## config.mk

```make
export PLATFORM = sky130hd
export DESIGN_NAME = decoder_rr_scheduler
export DESIGN_NICKNAME = d
export VERILOG_FILES = /design/src/rtl/decoder_rr_scheduler_pkg.sv /design/src/rtl/decoder_rr_scheduler_dec3to8.sv /design/src/rtl/decoder_rr_scheduler_rr_pick8.sv /design/src/rtl/decoder_rr_scheduler.sv
export SDC_FILE = /design/constraint.sdc
export NUM_CORES = 1
export LEC_CHECK = 0
export BUFFER_PORTS_ARGS = -buffer_cell sky130_fd_sc_hd__buf_2
export CAP_MARGIN = 5
export CELL_PAD_IN_SITES_DETAIL_PLACEMENT = 1
export CELL_PAD_IN_SITES_GLOBAL_PLACEMENT = 1
export CORE_UTILIZATION = 46
export CTS_BUF_LIST = sky130_fd_sc_hd__clkbuf_8
export DETAILED_ROUTE_END_ITERATION = 16
export PLACE_DENSITY_LB_ADDON = 0.1
export SLEW_MARGIN = 5
export SYNTH_ARGS = -nofsm -noshare
export SYNTH_HDL_FRONTEND = slang
export SYNTH_SLANG_ARGS = --single-unit
```

## constraint.sdc

```tcl
create_clock -name clk -period 4.49 [get_ports clk]
set_clock_uncertainty 0.15 [all_clocks]
set_input_delay 0.2245 -clock clk [delete_from_list [all_inputs] [get_ports clk]]
set_output_delay 0.2245 -clock clk [all_outputs]
set_load 0.02 [all_outputs]
```

## src/rtl/decoder_rr_scheduler_pkg.sv

```systemverilog
// decoder_rr_scheduler_pkg: shared sizes and state encoding for the round-robin decoder scheduler.
package decoder_rr_scheduler_pkg;
    localparam int NUM_REQ = 8;
    localparam int IDX_W   = 3;
    typedef enum logic [1:0] {
        ST_IDLE  = 2'd0,
        ST_GRANT = 2'd1,
        ST_GAP   = 2'd2
    } state_e;
endpackage

```

## src/rtl/decoder_rr_scheduler_dec3to8.sv

```systemverilog
// dec3to8: plain 3-to-8 binary decoder driving the shared resource's enable lines.
module dec3to8
    import decoder_rr_scheduler_pkg::*;
(
    input  logic [IDX_W-1:0]   a_i,
    output logic [NUM_REQ-1:0] y_o
);
    assign y_o = NUM_REQ'(1) << a_i;
endmodule

```

## src/rtl/decoder_rr_scheduler_rr_pick8.sv

```systemverilog
// rr_pick8: round-robin pick of the first request after last_ptr, searching upward mod 8.
module rr_pick8
    import decoder_rr_scheduler_pkg::*;
(
    input  logic [NUM_REQ-1:0] req_i,
    input  logic [IDX_W-1:0]   last_ptr_i,
    output logic               found_o,
    output logic [IDX_W-1:0]   idx_o
);
    logic [IDX_W-1:0]   start;
    logic [NUM_REQ-1:0] rot;
    logic [IDX_W-1:0]   pos;
    always_comb begin
        start = last_ptr_i + IDX_W'(1);
        rot   = NUM_REQ'({req_i, req_i} >> start);
        pos   = '0;
        for (int k = NUM_REQ - 1; k >= 0; k--)
            if (rot[k]) pos = IDX_W'(k);
        found_o = |req_i;
        idx_o   = pos + start;
    end
endmodule

```

## src/rtl/decoder_rr_scheduler.sv

```systemverilog
// decoder_rr_scheduler: shares one decoder-driven resource among 8 requesters, round-robin,
// with a hold timeout and one dead cycle between grants.
module decoder_rr_scheduler
    import decoder_rr_scheduler_pkg::*;
#(
    parameter int MAX_HOLD = 16,
    parameter int CNT_W    = 5
) (
    input  logic               clk,
    input  logic               rst_n,
    input  logic               en,
    input  logic [NUM_REQ-1:0] req,
    output logic               grant_vld,
    output logic [IDX_W-1:0]   grant_idx,
    output logic [NUM_REQ-1:0] grant_onehot,
    output logic               timeout
);
    state_e             state_q, state_d;
    logic               vld_q, vld_d;
    logic [IDX_W-1:0]   idx_q, idx_d;
    logic [NUM_REQ-1:0] onehot_q, onehot_d, dec_y;
    logic               to_q, to_d;
    logic [CNT_W-1:0]   hold_q, hold_d;
    logic [IDX_W-1:0]   ptr_q, ptr_d;
    logic               pick_found;
    logic [IDX_W-1:0]   pick_idx;

    rr_pick8 u_pick (
        .req_i      (req),
        .last_ptr_i (ptr_q),
        .found_o    (pick_found),
        .idx_o      (pick_idx)
    );

    always_comb begin
        state_d = state_q;
        vld_d   = 1'b0;
        idx_d   = idx_q;
        hold_d  = hold_q;
        ptr_d   = ptr_q;
        to_d    = 1'b0;
        case (state_q)
            ST_GRANT: begin
                state_d = ST_GAP;
                if (!req[idx_q]) begin
                    to_d = 1'b0;
                end else if (hold_q == CNT_W'(MAX_HOLD - 1)) begin
                    to_d = 1'b1;
                end else begin
                    state_d = ST_GRANT;
                    vld_d   = 1'b1;
                    hold_d  = hold_q + CNT_W'(1);
                end
            end
            default: begin
                // IDLE and GAP arbitrate identically; only GAP keeps the old index visible.
                state_d = (en && pick_found) ? ST_GRANT : ST_IDLE;
                vld_d   = en && pick_found;
                idx_d   = (en && pick_found) ? pick_idx : '0;
                hold_d  = '0;
                ptr_d   = (en && pick_found) ? pick_idx : ptr_q;
            end
        endcase
    end

    dec3to8 u_dec (
        .a_i (idx_d),
        .y_o (dec_y)
    );

    assign onehot_d = dec_y & {NUM_REQ{vld_d}};

    always_ff @(posedge clk or negedge rst_n) begin
        if (!rst_n) begin
            state_q  <= ST_IDLE;
            vld_q    <= 1'b0;
            idx_q    <= '0;
            onehot_q <= '0;
            to_q     <= 1'b0;
            hold_q   <= '0;
            ptr_q    <= IDX_W'(NUM_REQ - 1);
        end else begin
            state_q  <= state_d;
            vld_q    <= vld_d;
            idx_q    <= idx_d;
            onehot_q <= onehot_d;
            to_q     <= to_d;
            hold_q   <= hold_d;
            ptr_q    <= ptr_d;
        end
    end

    assign grant_vld    = vld_q;
    assign grant_idx    = idx_q;
    assign grant_onehot = onehot_q;
    assign timeout      = to_q;
endmodule

```

==> impl_metrics.toml, run 1 <==
[grt]
globalRouteOverflowTotal = 0
grt_pass1_wl_um = 8020
grt_usage_pct = 24.9
antenna_found_initial = 0
grt_max_degree = 23
grt_pass1_vias = 1720

[logic_synthesis]
synth_area_leaders = "dfrtp_1 (26%), mux4_2 (6.2%), nor2_1 (5.6%)"
synthCells = 197
netlist_area_mm2 = 0.00182
avgSynthCellArea_um2 = 9.24
yosysWarningCount = 0
synth_seq_cells = 22
yosysTopAreaCell = "dfrtp_1"
async_reset_ff_share_pct = 100
synth-main-ff-cell = "dfrtp_1"
synth_top_area_share_pct = 26.1
synthesis.nets = 213
synth_enable_flop_cells = 0
synth_cell_type_count = 53
yosysSeqAreaShare_pct = 30.4

[layout]
postLayoutCoreUtil_pct = 53.1
finalNetCount = 228
multi_input_area_mm2 = 0.00114
drive_above_1_share_pct = 24.2
seq_area_um2 = 554
area_delta_synth_final_pct = 8.38
fillCellCount = 449
fin_area_mm2 = 0.00197
mostFrequentLayoutCell = "nor2_1"
mostFrequentLayoutCells = "nor2_1 (27), buf_2 (23), dfrtp_1 (19), nand2_1 (18)"
diodes = 0

[hold_path]
hold_class = "primary input to flop"
hp-start = "en"
whs_endpoint = "state_q[0]$_DFF_PN0_"
min_path_cells = 3

[pwr]
peakVddDrop_v = 0.000379
p_leak_nw = 0.867
total_power_mw = 1.69
power_density_mw_per_mm2 = 855

[sta]
fmax_mhz = 238
slew_violations = 0
tns_ps = 0
finalCriticalPeriod_ps = 4210
worst_slack_ps = 283
worst_pin_slew_ps = 801
setup_viol = 0
rsz0062_at_grt = "no"
maxSlewHeadroom_pct = 46.2
hold_viol = 0
period_share_pct = 93.7

[placed_design]
port_buffers = 23
pre_cts_ws_ps = 335
gp_congestion = 0.845
detailed_place_hpwl_um = 3520
placed_cell_area_mm2 = 0.00191

[worst_setup_path]
cp-start-kind = "flop"
critPathMaxFanout = 18
reg2reg_from = "ptr_q[1]$_DFFE_PN1P_"
reg2reg_to = "grant_onehot[4]$_DFF_PN0_"
critPathCaptureType = "flop"
rrSetupSlack_ps = 280
rr_worst_depth = 12
arrival_ps = 4260
worst_ep_required_time_ps = 4540
crit_type = "flop to flop"

[detailed_routing]
viasPerCell = 6.12
routed_wl_um = 4730
postRouteAntennaNets = 0
drc = 0
routed-via-count = 1586
drtIter0Drc = 212
firstDrtPassIters = 4
wire_per_inst_um = 18.3

[floorplanning]
ios = 24
core_mm2 = 0.00372
die_h_um = 64.9
dieArea_mm2 = 0.00421
die_width_um = 64.9
initial_utilization_pct = 49.0
num_rows = 22

[outcome]
status = "finished, final reports clean"

[clock_tree]
htree_num_levels = 1
cts_resized = 0
cts_made_buffers = 3
clock_sinks = 22
clk_path_buf_depth = 2
worstSkewPairLatency_ps = 260
cts_tree = "yes"
cts-root-buf = "clkbuf_8"
path_clk_slew_ps = 80

[job]
drv_cap = 0
==> state kept, by name, summed over array words and instances, names as in the netlist <==
| register | count |
|---|---|
| grant_idx | 3 |
| hold_q | 5 |
| state_q | 2 |
| grant_onehot | 8 |
| ptr_q | 3 |
| timeout | 1 |
==> worst max-delay path by stage <==
| stage | start | to | cells after the start |
|---|---|---|---|
| after floorplan | ptr_q[0]$_DFFE_PN1P_ | grant_onehot[4]$_DFF_PN0_ | 18 |
| after global placement | ptr_q[0]$_DFFE_PN1P_ | grant_onehot[4]$_DFF_PN0_ | 12 |
| after detailed placement | ptr_q[0]$_DFFE_PN1P_ | grant_onehot[6]$_DFF_PN0_ | 12 |
| after CTS | ptr_q[1]$_DFFE_PN1P_ | grant_onehot[4]$_DFF_PN0_ | 12 |
| after global routing | ptr_q[0]$_DFFE_PN1P_ | grant_onehot[7]$_DFF_PN0_ | 12 |
| final | ptr_q[1]$_DFFE_PN1P_ | grant_onehot[4]$_DFF_PN0_ | 12 |
==> critical path: stages (launching register included) <==
cell     delay (ps)
dfstp_2         540
ha_1            460
inv_2           230
mux4_1          610
a21oi_1         260
o21ba_2         200
nor2_1           80
o21ai_0         120
fa_1            470
xnor2_1         190
o41ai_1         320
a31o_1          320
nor2b_4         190
==> synthesized netlist by cell type, drive strengths merged (2+ instances only) <==
| library cell | n |
|---|---|
| nor2b | 7 |
| clkbuf | 2 |
| nand2 | 18 |
| nand4 | 4 |
| o21ai | 6 |
| ha | 4 |
| o211ai | 9 |
| nor2 | 27 |
| a31oi | 2 |
| xor2 | 3 |
| xnor2 | 5 |
| and3 | 2 |
| dfstp | 3 |
| a211oi | 2 |
| a21oi | 5 |
| a221oi | 3 |
| nor3 | 9 |
| mux2i | 9 |
| o211a | 2 |
| buf | 14 |
| mux4 | 6 |
| a31o | 2 |
| inv | 5 |
| o21ba | 2 |
| nor3b | 6 |
| nand2b | 5 |
| dfrtp | 19 |
==> power breakdown <==
group,leakage (nW),internal (mW),switching (mW)
Sequential,0.288,0.275,0.0479
Clock,0.0288,0.0781,0.0607
Combinational,0.550,0.501,0.724
Total,0.867,0.854,0.832
==> stage by stage <==
step,cells,hold WS [ps]
6_report,259,245
5_1_grt,259,276
4_1_cts,259,243
3_5_place_dp,254,56.4
3_3_place_gp,254,50.1
2_1_floorplan,197,-221
==> layout make-up <==
type                            instances  share of cell area, %
Tap cell                               48                   3.04
Multi-Input combinational cell        154                   58.0
Timing Repair Buffer                   26                   7.10
Sequential cell                        22                   28.1
Clock buffer                            4                   2.79
Inverter                                5                  0.951
==> repair_timing <==
item	4_1_cts	5_1_grt
endpoints found under the hold margin	19	0
hold buffers	1	0
setup buffers	0	0
==> layer usage <==
layer / up-vias / track usage [%] / part of all wire, %
met1: 786 / 29.3 / 41
li1: 739 / - / -
met4: 0 / 11.9 / 2.2
met3: 12 / 1.23 / 3.2
met2: 49 / 45.8 / 53
met5: - / 0 / 0
==> cell families (layout without fill, tap and decap cells) <==
family	after synthesis	count (layout)	synth area share [%]
xor gates and xnor gates	8	8	4.26
adders and majority gates	5	5	3.85
DFF	22	22	30.4
muxes	15	15	12.8
buffers and inverters	21	35	6.67
and+or+nand+nor	84	84	24.3
AOI/OAI and AO/OA	42	42	17.7
Note: power is estimated with default switching activity, not from simulation.
==> run 2: changes to the inputs <==
Settings changed: SYNTH_HIERARCHICAL from default to 1.
==> impl_metrics.toml, run 2 <==
[floorplanning]
ios = 24
dieArea_mm2 = 0.00355
initial_utilization_pct = 49.2
die_h_um = 59.6
die_width_um = 59.6
core_mm2 = 0.00310
num_rows = 20

[worst_setup_path]
slowest_delay_ps = 680
cp-start-kind = "flop"
worst_ep_required_time_ps = 4510
critPathCaptureType = "flop"
critical_path_buf_inv_count = 1
crit_type = "flop to flop"
arrival_ps = 4140
cp_slowest_cell = "dfstp_2"
path_cells = "ha_2 -> mux4_1 -> nand2b_1 -> a2111oi_2 -> nor3_1 -> o31ai_1 -> ha_1 -> inv_1 -> fa_1 -> xnor2_1 -> a22o_2 -> and3b_2 -> and2_1"
crit_family = "compound AO/OA/AOI/OAI gates"
critPathMaxFanout = 11

[detailed_routing]
routed_wl_um = 3610
drtIter0Drc = 36
viasPerCell = 6.08
postRouteAntennaNets = 0
wire_per_inst_um = 18.0
firstDrtPassIters = 4
routed-via-count = 1222
drc = 0

[sta]
fmax_mhz = 242
setup_viol = 0
hold_viol = 0
worst_slack_ps = 362
maxSlewHeadroom_pct = 67.0
holdWs_ps = 307
rsz0062_at_grt = "no"
slew_violations = 0
worst_pin_slew_ps = 494
finalCriticalPeriod_ps = 4130
period_share_pct = 91.9
tns_ps = 0

[logic_synthesis]
synth_cell_type_count = 47
synthesis.nets = 149
synth-main-ff-cell = "dfrtp_1"
avgSynthCellArea_um2 = 11.5
yosysWarningCount = 6
synth_enable_flop_cells = 0
netlist_area_mm2 = 0.00153
yosysMostFrequentCell = "dfrtp_1"
synth_seq_cells = 22
synth_area_leaders = "dfrtp_1 (31%), mux4_1 (10%), dfstp_2 (5.2%)"
yosysTopAreaCell = "dfrtp_1"
yosysSeqAreaShare_pct = 36.3
synth_top_area_share_pct = 31.1
synth_common_cells = "dfrtp_1 (19), and2_1 (8), inv_1 (7), nor2_1 (7), mux4_1 (6)"
async_reset_ff_share_pct = 100
synthCells = 133

[job]
drv_cap = 0

[clock_tree]
path_clk_slew_ps = 80
cts_tree = "yes"
cts-root-buf = "clkbuf_8"
clock_sinks = 22
clk_path_buf_depth = 2
post_cts_buffers = 0
cts_made_buffers = 3
htree_num_levels = 1
worstSkewPairLatency_ps = 270

[layout]
finalNetCount = 174
fin_area_mm2 = 0.00176
instances_no_fill = 201
diodes = 0
drive_above_1_share_pct = 32.5
largest_reg_flops = 8
area_delta_synth_final_pct = 15.0
fillCellCount = 364
mostFrequentLayoutCell = "buf_2"
mostFrequentLayoutCells = "buf_2 (23), dfrtp_1 (19), and2_1 (8), nor2_1 (7), inv_1 (7)"

[placed_design]
port_buffers = 23
placed_cells = 196
placed_cell_area_mm2 = 0.00166
pre_cts_ws_ps = 85.3
gp_congestion = 0.794
detailed_place_hpwl_um = 2770

[grt]
antenna_found_initial = 0
grt_max_degree = 23
grt_pass1_wl_um = 6140
grt_usage_pct = 23.8
grt_pass1_vias = 1209
globalRouteOverflowTotal = 0

[pwr]
switching_share_pct = 45.3
p_seq_share_pct = 22.2
p_comb_share_pct = 65.5
clkPwrFrac_pct = 12.4
peakVddDrop_v = 0.000330
p_leak_nw = 0.798
p_sw_mw = 0.683
power_density_mw_per_mm2 = 860
p_int_mw = 0.827

[outcome]
status = "finished, final reports clean"

[hold_path]
hold_class = "primary input to asynchronous set/reset pin"
## run 2: changes by cell type in the layout (fill, tap and decap cells not counted), moves of 5 or more
cell,delta
nor3_1,-5
nand2_1,-13
mux4_1,+5
nor2_1,-20
and2_1,+8
mux2_2,+5
o211ai_1,-9
mux2i_1,-5
## run 2: power by group through the flow
stage	clock [mW]	combinational (mW)	sequential, mW
after floorplan	0	0.743	0.343
after global placement	0	0.890	0.332
after detailed placement	0	0.951	0.339
after CTS	0.190	0.958	0.335
after global routing	0.194	1.09	0.344
final	0.187	0.988	0.335
## run 2: area by class of cell
| class | count | area (µm²) | area share [%] |
|---|---|---|---|
| well taps | 44 | 55.1 | 3.14 |
| repair buffers | 24 | 125 | 7.13 |
| inverters | 7 | 26.3 | 1.50 |
| multi-input cells | 100 | 923 | 52.6 |
| clock buffers | 3 | 41.3 | 2.35 |
| flip-flops and latches | 22 | 554 | 31.6 |
| clock inverters | 1 | 30.0 | 1.71 |
## run 2: logic make-up after synthesis
kind of cell / Yosys count / share of synthesized area, %
AO/OA/AOI/OAI: 22 / 13.0
multiplexers: 16 / 18.9
flip-flops: 22 / 36.3
AND/OR/NAND/NOR: 54 / 21.1
XOR/XNOR: 2 / 1.15
adder cells (fa/ha/maj): 6 / 5.33
buffers and inverters: 11 / 4.18
## run 2: metrics by stage
step	util, %	power [mW]
6_report	56.6	1.51
5_1_grt	56.6	1.63
4_1_cts	56.1	1.48
3_5_place_dp	53.5	1.29
3_3_place_gp	53.5	1.22
2_1_floorplan	-	1.09
## run 2: repair_timing
action / CTS / global route
endpoints found under the setup margin: 0 / 8
hold buffers: 1 / 0
hold endpoints to repair: 19 / 0
resized for setup: 0 / 5
## run 2: worst register-to-register path: stages (launching register included)
cell and delay [ps]:
dfstp_2 680, ha_2 350, mux4_1 390, nand2b_1 190
a2111oi_2 450, nor3_1 110, o31ai_1 230, ha_1 190
inv_1 50, fa_1 370, xnor2_1 250, a22o_2 270
and3b_2 220, and2_1 130
## run 2: final timing paths
check | start | end | slack (ps) | cells past startpoint
setup / recovery | ptr_q[0]$_DFFE_PN1P_ | grant_onehot[3]$_DFF_PN0_ | 360 | 13
hold / removal | rst_n | grant_onehot[5]$_DFF_PN0_ | 310 | 2
setup reg to reg | ptr_q[0]$_DFFE_PN1P_ | grant_onehot[3]$_DFF_PN0_ | 360 | 13
hold reg to reg | hold_q[3]$_DFFE_PN0P_ | hold_q[3]$_DFFE_PN0P_ | 410 | 2
max in group asynchronous | rst_n | ptr_q[1]$_DFFE_PN1P_ | 3530 | 2
min in group clk | en | state_q[0]$_DFF_PN0_ | 340 | 3
## run 2: metal layers
metal | share of wire (%) | global-route usage (%) | routed length, µm
met5 | 0 | 0 | 0
met4 | 0.69 | 5.65 | 25
met3 | 2.6 | 3.49 | 93
met2 | 55 | 43.0 | 1980
met1 | 42 | 29.9 | 1510
==> run 3: changes to the inputs <==
Settings changed: MAX_ROUTING_LAYER from default to met4.
==> impl_metrics.toml, run 3 (synthesized netlist as in run 2, its figures left out) <==
[grt]
grt_max_degree = 23
grt_pass1_wl_um = 6140
grt_usage_pct = 24.5
grt_pass1_vias = 1204
globalRouteOverflowTotal = 0
antenna_found_initial = 0

[sta]
maxSlewHeadroom_pct = 67.0
worst_pin_slew_ps = 493
slew_violations = 0
fmax_mhz = 243
finalCriticalPeriod_ps = 4110
tns_ps = 0
setup_viol = 0
hold_viol = 0
period_share_pct = 91.6
rsz0062_at_grt = "no"

[placed_design]
detailed_place_hpwl_um = 2770
port_buffers = 23
gp_congestion = 0.805

[pwr]
peakVddDrop_v = 0.000331
p_leak_nw = 0.798
power_density_mw_per_mm2 = 860

[clock_tree]
htree_num_levels = 1
post_cts_buffers = 0
cts_tree = "yes"
worstSkewPairLatency_ps = 270
clock_sinks = 22
cts_made_buffers = 3
path_clk_slew_ps = 80
cts-root-buf = "clkbuf_8"
clk_path_buf_depth = 2

[layout]
fillCellCount = 364
seq_area_um2 = 554
mostFrequentLayoutCells = "buf_2 (23), dfrtp_1 (19), and2_1 (8), nor2_1 (7), inv_1 (7)"
drive_above_1_share_pct = 32.5
diodes = 0
postLayoutCoreUtil_pct = 56.6
finalNetCount = 174
multi_input_area_um2 = 923
area_delta_synth_final_pct = 15.0
mostFrequentLayoutCell = "buf_2"
largest_reg_flops = 8

[worst_setup_path]
critPathMaxFanout = 11
worst_ep_required_time_ps = 4500
arrival_ps = 4130
critPathCaptureType = "flop"
reg2reg_from = "ptr_q[0]$_DFFE_PN1P_"
cp-startpoint = "ptr_q[0]$_DFFE_PN1P_"
crit_type = "flop to flop"
cp-start-kind = "flop"

[floorplanning]
initial_utilization_pct = 49.2
die_h_um = 59.6
core_mm2 = 0.00310
ios = 24
die_width_um = 59.6
dieArea_mm2 = 0.00355
num_rows = 20

[detailed_routing]
routed_wl_um = 3610
routed.top_layer = "met4"
viasPerCell = 6.02
postRouteAntennaNets = 0
dr_wl_met2_um = 1990
drtIter0Drc = 41
firstDrtPassIters = 4
route.met3.wl_um = 76
met1_length_um = 1520
wire_per_inst_um = 18.0
routed-via-count = 1211
drc = 0

[hold_path]
hold_class = "primary input to asynchronous set/reset pin"

[outcome]
status = "finished, final reports clean"

[job]
drv_cap = 0
[run 3: cell counts in the layout (fill, tap and decap cells not counted)]
Identical to the previous run, type by type.
[run 3: report_power, final]
part | switching (mW) | internal (mW) | leakage, nW | total [mW]
registers | 0.0615 | 0.273 | 0.288 | 0.335
clock network | 0.0674 | 0.119 | 0.0357 | 0.187
logic | 0.554 | 0.434 | 0.474 | 0.988
[run 3: per-layer routing]
layer	track usage (%)	vias up
met1	29.9	626
met5	-	-
met4	5.65	0
met3	3.49	5
met2	43.0	20
li1	-	560
[run 3: worst paths after layout]
| path | slack (ps) | depth (start not counted) | end |
|---|---|---|---|
| worst max register to register | 380 | 13 | grant_onehot[3]$_DFF_PN0_ |
| worst min register to register | 410 | 2 | hold_q[3]$_DFFE_PN0P_ |
| max in group asynchronous | 3530 | 2 | ptr_q[1]$_DFFE_PN1P_ |
| worst max-delay path | 380 | 13 | grant_onehot[3]$_DFF_PN0_ |
| worst min-delay path | 310 | 2 | grant_onehot[5]$_DFF_PN0_ |
| min in group clk | 330 | 3 | state_q[0]$_DFF_PN0_ |
[run 3: metrics by stage]
stage          cells  total power, mW  hold WS [ps]  cell area [µm²]  setup WS [ps]
4_1_cts          201             1.48           308             1740           60.1
3_3_place_gp     196             1.22          53.5             1660            439
3_5_place_dp     196             1.29          60.6             1660           85.3
2_1_floorplan    133             1.09          -221             1530            776
5_1_grt          201             1.63           349             1760           22.3
6_report         201             1.51           305             1760            377
[run 3: area by class of cell]
cell class	instances	area share (%)
Timing Repair Buffer	24	7.13
Inverter	7	1.50
Clock buffer	3	2.35
Tap cell	44	3.14
Clock inverter	1	1.71
Multi-Input combinational cell	100	52.6
Sequential cell	22	31.6
[run 3: worst max-delay path, cell delays in order, from the launching register on]
cell       delay [ps]
dfstp_2           680
ha_2              350
mux4_1            380
nand2b_1          190
a2111oi_2         450
nor3_1            100
o31ai_1           230
ha_1              190
inv_1              50
fa_1              370
xnor2_1           250
a22o_2            270
and3b_2           220
and2_1            130
[run 3: timing repair]
action	4_1_cts	5_1_grt
hold buffers	1	0
setup endpoints to repair	0	9
endpoints found under the hold margin	19	0
resized for setup	0	5
